### src/rtl/softreg_bridge_pkg.sv
// Shared types for the softreg decoupling bridge: FSM states, queued request layout,
// timeout fill pattern and a saturating counter helper.
package softreg_bridge_pkg;

  localparam int SRB_ADDR_W = 32;
  localparam int SRB_DATA_W = 64;

  localparam logic [63:0] SRB_TIMEOUT_DATA = 64'hDEAD_BEEF_DEAD_BEEF;

  typedef enum logic [1:0] {
    SRB_IDLE,
    SRB_ISSUE,
    SRB_WAIT_RESP
  } SRBState;

  typedef struct packed {
    logic                  isWrite;
    logic [SRB_ADDR_W-1:0] addr;
    logic [SRB_DATA_W-1:0] data;
  } SRBEntry;

  // Status counters stick at all-ones instead of wrapping.
  function automatic logic [15:0] srb_sat_inc(input logic [15:0] v);
    return (v == 16'hFFFF) ? v : v + 16'd1;
  endfunction

endpackage

### src/rtl/softreg_bridge_fifo.sv
// Synchronous request FIFO with a registered read port; the read register doubles as the
// bridge's issue register, so the head stays stable until the next pop.
module softreg_fifo #(
  parameter int WIDTH = 97,
  parameter int DEPTH = 16
) (
  input  logic             clk,
  input  logic             rst,
  input  logic             push_i,
  input  logic [WIDTH-1:0] push_data_i,
  input  logic             pop_i,
  output logic [WIDTH-1:0] pop_data_o,
  output logic             full_o,
  output logic             empty_o
);

  localparam int PTR_W = $clog2(DEPTH);
  localparam logic [PTR_W:0] PTR_ONE = (PTR_W + 1)'(1);

  logic [WIDTH-1:0] mem_q [DEPTH];
  logic [PTR_W:0]   wr_ptr_q;
  logic [PTR_W:0]   rd_ptr_q;
  logic [WIDTH-1:0] rd_data_q;
  logic             do_push;
  logic             do_pop;

  // Extra pointer MSB separates full (MSBs differ) from empty (pointers equal).
  assign full_o  = (wr_ptr_q[PTR_W] != rd_ptr_q[PTR_W]) &&
                   (wr_ptr_q[PTR_W-1:0] == rd_ptr_q[PTR_W-1:0]);
  assign empty_o = (wr_ptr_q == rd_ptr_q);

  assign do_push = push_i && !full_o;
  assign do_pop  = pop_i && !empty_o;

  assign pop_data_o = rd_data_q;

  always_ff @(posedge clk) begin
    if (do_push) begin
      mem_q[wr_ptr_q[PTR_W-1:0]] <= push_data_i;
    end
  end

  always_ff @(posedge clk) begin
    if (rst) begin
      wr_ptr_q  <= '0;
      rd_ptr_q  <= '0;
      rd_data_q <= '0;
    end else begin
      if (do_push) begin
        wr_ptr_q <= wr_ptr_q + PTR_ONE;
      end
      if (do_pop) begin
        rd_ptr_q  <= rd_ptr_q + PTR_ONE;
        rd_data_q <= mem_q[rd_ptr_q[PTR_W-1:0]];
      end
    end
  end

endmodule

### src/rtl/softreg_bridge.sv
// Decouples shell softreg traffic (no backpressure) from program_logic: requests are queued,
// issued one at a time over valid/ready, and a silent read is completed with a fill pattern.
module softreg_bridge
  import softreg_bridge_pkg::*;
#(
  parameter int                ADDR_W       = SRB_ADDR_W,
  parameter int                DATA_W       = SRB_DATA_W,
  parameter int                FIFO_DEPTH   = 16,
  parameter int                TIMEOUT      = 1024,
  parameter logic [DATA_W-1:0] TIMEOUT_DATA = DATA_W'(SRB_TIMEOUT_DATA)
) (
  input  logic              clk,
  input  logic              rst,
  input  logic              up_req_valid,
  input  logic              up_req_isWrite,
  input  logic [ADDR_W-1:0] up_req_addr,
  input  logic [DATA_W-1:0] up_req_data,
  output logic              up_resp_valid,
  output logic [DATA_W-1:0] up_resp_data,
  output logic              dn_req_valid,
  input  logic              dn_req_ready,
  output logic              dn_req_isWrite,
  output logic [ADDR_W-1:0] dn_req_addr,
  output logic [DATA_W-1:0] dn_req_data,
  input  logic              dn_resp_valid,
  input  logic [DATA_W-1:0] dn_resp_data,
  output logic              overflow_sticky,
  output logic [15:0]       drop_count,
  output logic [15:0]       timeout_count
);

  typedef struct packed {
    logic              is_write;
    logic [ADDR_W-1:0] addr;
    logic [DATA_W-1:0] data;
  } entry_t;

  localparam int TMR_W = $clog2(TIMEOUT);
  localparam logic [TMR_W-1:0] TMR_LAST = TMR_W'(TIMEOUT - 1);
  localparam logic [TMR_W-1:0] TMR_ONE  = TMR_W'(1);

  SRBState           state_q, state_d;
  logic [TMR_W-1:0]  timer_q, timer_d;
  logic              resp_valid_q, resp_valid_d;
  logic [DATA_W-1:0] resp_data_q, resp_data_d;
  logic              sticky_q;
  logic [15:0]       drop_cnt_q;
  logic [15:0]       to_cnt_q;

  entry_t push_entry;
  entry_t head_entry;
  logic   fifo_full;
  logic   fifo_empty;
  logic   fifo_pop;
  logic   timed_out;

  assign push_entry.is_write = up_req_isWrite;
  assign push_entry.addr     = up_req_addr;
  assign push_entry.data     = up_req_data;

  softreg_fifo #(
    .WIDTH($bits(entry_t)),
    .DEPTH(FIFO_DEPTH)
  ) u_fifo (
    .clk        (clk),
    .rst        (rst),
    .push_i     (up_req_valid),
    .push_data_i(push_entry),
    .pop_i      (fifo_pop),
    .pop_data_o (head_entry),
    .full_o     (fifo_full),
    .empty_o    (fifo_empty)
  );

  always_comb begin
    state_d      = state_q;
    timer_d      = timer_q;
    resp_valid_d = 1'b0;
    resp_data_d  = resp_data_q;
    fifo_pop     = 1'b0;
    timed_out    = 1'b0;
    unique case (state_q)
      SRB_IDLE: begin
        if (!fifo_empty) begin
          fifo_pop = 1'b1;
          state_d  = SRB_ISSUE;
        end
      end
      SRB_ISSUE: begin
        if (dn_req_ready) begin
          if (head_entry.is_write) begin
            state_d = SRB_IDLE;
          end else begin
            state_d = SRB_WAIT_RESP;
            timer_d = '0;
          end
        end
      end
      SRB_WAIT_RESP: begin
        timer_d = timer_q + TMR_ONE;
        // A real response arriving in the last wait cycle still beats the timeout.
        if (dn_resp_valid) begin
          resp_valid_d = 1'b1;
          resp_data_d  = dn_resp_data;
          state_d      = SRB_IDLE;
        end else if (timer_q == TMR_LAST) begin
          resp_valid_d = 1'b1;
          resp_data_d  = TIMEOUT_DATA;
          timed_out    = 1'b1;
          state_d      = SRB_IDLE;
        end
      end
      default: state_d = SRB_IDLE;
    endcase
  end

  always_ff @(posedge clk) begin
    if (rst) begin
      state_q      <= SRB_IDLE;
      timer_q      <= '0;
      resp_valid_q <= 1'b0;
      resp_data_q  <= '0;
      sticky_q     <= 1'b0;
      drop_cnt_q   <= '0;
      to_cnt_q     <= '0;
    end else begin
      state_q      <= state_d;
      timer_q      <= timer_d;
      resp_valid_q <= resp_valid_d;
      resp_data_q  <= resp_data_d;
      // Fullness is judged before any same-cycle pop.
      if (up_req_valid && fifo_full) begin
        sticky_q   <= 1'b1;
        drop_cnt_q <= srb_sat_inc(drop_cnt_q);
      end
      if (timed_out) begin
        to_cnt_q <= srb_sat_inc(to_cnt_q);
      end
    end
  end

  assign dn_req_valid    = (state_q == SRB_ISSUE);
  assign dn_req_isWrite  = head_entry.is_write;
  assign dn_req_addr     = head_entry.addr;
  assign dn_req_data     = head_entry.data;
  assign up_resp_valid   = resp_valid_q;
  assign up_resp_data    = resp_data_q;
  assign overflow_sticky = sticky_q;
  assign drop_count      = drop_cnt_q;
  assign timeout_count   = to_cnt_q;

endmodule

### config.mk
export PLATFORM = sky130hd
export DESIGN_NAME = softreg_bridge
export DESIGN_NICKNAME = d
export VERILOG_FILES = /design/src/rtl/softreg_bridge_pkg.sv /design/src/rtl/softreg_bridge_fifo.sv /design/src/rtl/softreg_bridge.sv
export SDC_FILE = /design/constraint.sdc
export NUM_CORES = 2
export LEC_CHECK = 0
export CORE_MARGIN = 2
export CORE_UTILIZATION = 55
export CTS_CLUSTER_SIZE = 12
export DETAILED_ROUTE_END_ITERATION = 8
export DONT_BUFFER_PORTS = 1
export GPL_ROUTABILITY_DRIVEN = 0
export PLACE_DENSITY_LB_ADDON = 0.3
export SYNTH_ARGS = -nofsm -noshare
export SYNTH_HDL_FRONTEND = slang
export SYNTH_SLANG_ARGS = --single-unit
### constraint.sdc
create_clock -name clk -period 15.6 [get_ports clk]
set_input_delay 4.68 -clock clk [delete_from_list [all_inputs] [get_ports clk]]
set_output_delay 4.68 -clock clk [all_outputs]
set_load 0.01 [all_outputs]
==> summary.md <==
| Metric | Value |
|---|---|
| CTS tree | `built` |
| Crit-path cells | `o21a_1 > nand2_1 > nor2_4 > buf_4 > buf_4` |
| Fin Setup TNS | `0 ns` |
| Busiest grt layer | `met2` |
| Slowest-stage cell, CP | `buf_4` |
| Unique masters post-synth | `49` |
| Worst-path fanout max | `57` |
| Buf+Inv Stages, Crit Path | `2` |
| CP most frequent cell | `buf_4` |
| Met1 Use GR | `0.320` |
| CTS resizes | `0` |
| M2 GR Usage | `0.391` |
| RSZ-0062 raised after global routing | `no` |
| FF+latch count, synth | `1769` |
| Number of global-route vias before repair | `roughly 33000` |
| Mapped Cells | `between 3000 and 4000` |
| Global Route met3 Usage | `0.0587` |
| Worst slew margin | `0.156` |
| Die span in y | `350 um` |
| First-pass GRT wire length | `215000 um` |
| Slew @ Worst Pin | `1.27 ns` |
| Drt wl/cell | `about 29 um` |
| Placed wire-length estimate | `80200 um` |
| Peak VDD IR | `0.125 mV` |
| Largest net degree at the start of global routing | `147` |
| Via count | `~32000` |
| CTS clk-pin slew, worst paths | `0.06 ns` |
| Status | `finished clean` |
| Setup Skew | `about 0.041 ns` |
| Seq pwr share | `0.501` |
| # fillers | `7882` |
| Post-synth EDFFs | `1552` |
| Ys Warns | `0` |
| Async S/R FF share, synth | `0` |
| Combinational group share of total power | `0.139` |
| Skew-Pair Late Insertion Delay | `0.80 ns` |
| H-tree depth | `4` |
| Total grt overflow | `0` |
| Die area | `122000 um2` |
| Slew Limit Fails | `0` |
| Layout Nets | `3419` |
| Postcts setup bufs | `0` |
| Slowest stage delay, CP | `0.88 ns` |
| Nature of the critical path endpoint | `register` |
| Residual DRC count | `0` |
| Worst EP arrival | `between 7 and 8 ns` |
| Share of layout cells above drive strength 1 | `0.206` |
| TritonRoute pass-1 iters | `6` |
| Area grow syn2layout | `10.9%` |
| Main synth FF type | `edfxtp_1` |
| Crit path max-delay family | `buffers and inverters` |
| Clock share of power | `0.360` |
| Power Density | `152 nW/um2` |
| TritonCTS Buffers | `176` |
| CP Class | `in -> reg` |
| Hold_buf cts | `0` |
| WL final | `145000 um` |
| Worst endpoint required time | `16.00 ns` |
| Final Critical Period | `6.79 ns` |
| Die width | `around 350 um` |
| Static leakage | `22.5 nW` |
| Synthesized Nets | `3379` |
| DR iter-0 viols | `3397` |
| Initial antenna violation count | `2` |
| GRT Util Overall | `0.239` |
| Synth Area per Inst | `20.5 um2` |
| Final period util | `0.435` |
| Ports | `362` |
| Core Region | `118000 um2` |
| Root Driver | `clkbuf_16` |
| Switching Share | `0.244` |
| Pint | `8.36 mW` |
| Starting Density | `0.556` |
| ANT nets after route | `0` |
| Ant. Diodes | `0` |
| Fmax | `between 100 and 150 MHz` |
| HP Class | `reg -> reg` |
| Count of final setup violators | `0` |
| Seq/Total Area, Yosys | `0.775` |
| CTS max path bufs | `3` |
| P_sw | `2.70 mW` |
| Number of port buffers | `0` |
| Startpoint class of the critical path | `primary input` |
| Final hold slack | `a little under 0.5 ns` |
| Final hold violation count | `0` |
| Clk sink count | `1769` |
| Area of the mapped netlist | `65700 um2` |
| Via density | `between 6 and 7` |
| Max-cap viol count | `0` |
| FP Rows | `126` |
[registers in the layout, summed over array words and instances, names as in the netlist]
name               count
drop_count            16
up_resp_valid          1
timer_q               10
overflow_sticky        1
u_fifo.mem_q        1552
u_fifo.rd_ptr_q        5
state_q                2
u_fifo.pop_data_o     97
up_resp_data          64
timeout_count         16
u_fifo.wr_ptr_q        5
[cells by family after synthesis]
| family | after synthesis | synth area share |
|---|---|---|
| AOI/OAI and AO/OA | 386 | 0.0444 |
| buffers and inverters | 202 | 0.0125 |
| DFF | 1769 | 0.775 |
| xor gates and xnor gates | 21 | 0.00303 |
| and+or+nand+nor | 425 | 0.0290 |
| muxes | 394 | 0.134 |
| adders and majority gates | 8 | 0.00152 |
[cell usage after synthesis (all sizes together), types with 4 or more instances]
cell type,instances,share of area
or4,13,0.0015
nor4,4,0.00061
buf,70,0.0050
nor2,164,0.0094
o211ai,6,0.00069
nor2b,7,0.00067
xnor2,12,0.0018
mux4,388,0.13
nand2,120,0.0069
a31oi,4,0.00038
edfxtp,1552,0.71
and2,7,0.00067
xor2,9,0.0012
nand4,6,0.00067
dfxtp,217,0.066
nand3b,4,0.00046
inv,11,0.00063
clkbuf,121,0.0069
or3,7,0.00067
o21ai,13,0.00099
nor3,55,0.0042
a22oi,211,0.024
a21oi,30,0.0023
o31ai,9,0.0010
and3,11,0.0010
nand2b,5,0.00048
ha,8,0.0015
nand3,17,0.0013
a22o,97,0.013
[cell usage in the layout (no fill, tap or decap), types with 5 or more instances in the layout]
master,n
a21oi_1,30
a22o_1,97
a22oi_1,211
and2_1,6
and3_1,11
buf_4,52
clkbuf_1,91
clkbuf_16,179
clkbuf_8,15
clkinv_1,5
clkinv_2,5
dfxtp_1,215
edfxtp_1,1552
ha_1,8
inv_1,10
inv_6,7
mux4_2,388
nand2_1,120
nand2b_1,5
nand3_1,17
nand4_1,5
nor2_1,149
nor2_4,14
nor2b_1,5
nor3_1,51
o211ai_1,6
o21ai_0,12
o31ai_1,9
or3_1,7
or4_1,13
xnor2_1,10
xor2_1,9
[path summary, 6_finish.rpt]
path / from / to / slack (ns) / cells after the start
setup / recovery: up_req_valid / u_fifo.mem_q[10][69]$_DFFE_PP_ / 8.81 / 5
setup reg to reg: u_fifo.rd_ptr_q[0]$_SDFFE_PP0P_ / u_fifo.mem_q[10][69]$_DFFE_PP_ / 11.28 / 7
hold / removal: timer_q[9]$_SDFFE_PP0P_ / timer_q[9]$_SDFFE_PP0P_ / 0.49 / 2
hold reg to reg: timer_q[9]$_SDFFE_PP0P_ / timer_q[9]$_SDFFE_PP0P_ / 0.49 / 2
[metrics by stage]
| stage | power (mW) | utilization | worst slack [ns] | std cells | cell area, um2 |
|---|---|---|---|---|---|
| after floorplan | 6.80 | - | 3.36 | 3205 | 65700 |
| after global placement | 7.17 | 0.570 | 8.11 | 4603 | 67400 |
| after detailed placement | 7.20 | 0.570 | 8.02 | 4603 | 67400 |
| after CTS | 11.2 | 0.616 | 8.86 | 4918 | 72800 |
| after global routing | 11.4 | 0.616 | 8.72 | 4918 | 72800 |
| final | 11.1 | 0.616 | 8.81 | 4918 | 72800 |
[power by group through the flow]
| stage | combinational [mW] | sequential, mW | clock [mW] |
|---|---|---|---|
| 6_report | 1.54 | 5.54 | 3.98 |
| 5_1_grt | 1.65 | 5.56 | 4.22 |
| 4_1_cts | 1.56 | 5.55 | 4.04 |
| 3_5_place_dp | 1.55 | 5.65 | 0 |
| 3_3_place_gp | 1.53 | 5.64 | 0 |
| 2_1_floorplan | 1.23 | 5.56 | 0 |
[worst reg2reg max path: cells and delay by family, from the launching register on]
kind	cells	cell delay, ns
flip-flops	1	0.89
XOR/XNOR	1	0.19
AO/OA/AOI/OAI	1	0.29
AND/OR/NAND/NOR	3	1.11
buffers and inverters	2	1.40
[cell type report]
class	count	area, um2	share of cell area
Clock inverter	30	410	0.00563
Clock buffer	285	5030	0.0690
Multi-Input combinational cell	1234	14100	0.193
Inverter	11	43.8	0.000601
Timing Repair Buffer	53	410	0.00563
Sequential cell	1769	51000	0.700
Tap cell	1536	1920	0.0264
[routing by layer]
layer	vias to the layer above	share of wire
met5	-	0
met4	0	0.023
met3	232	0.087
met2	1469	0.50
met1	16792	0.39
li1	13341	-
(Power assumes the default switching activity.)
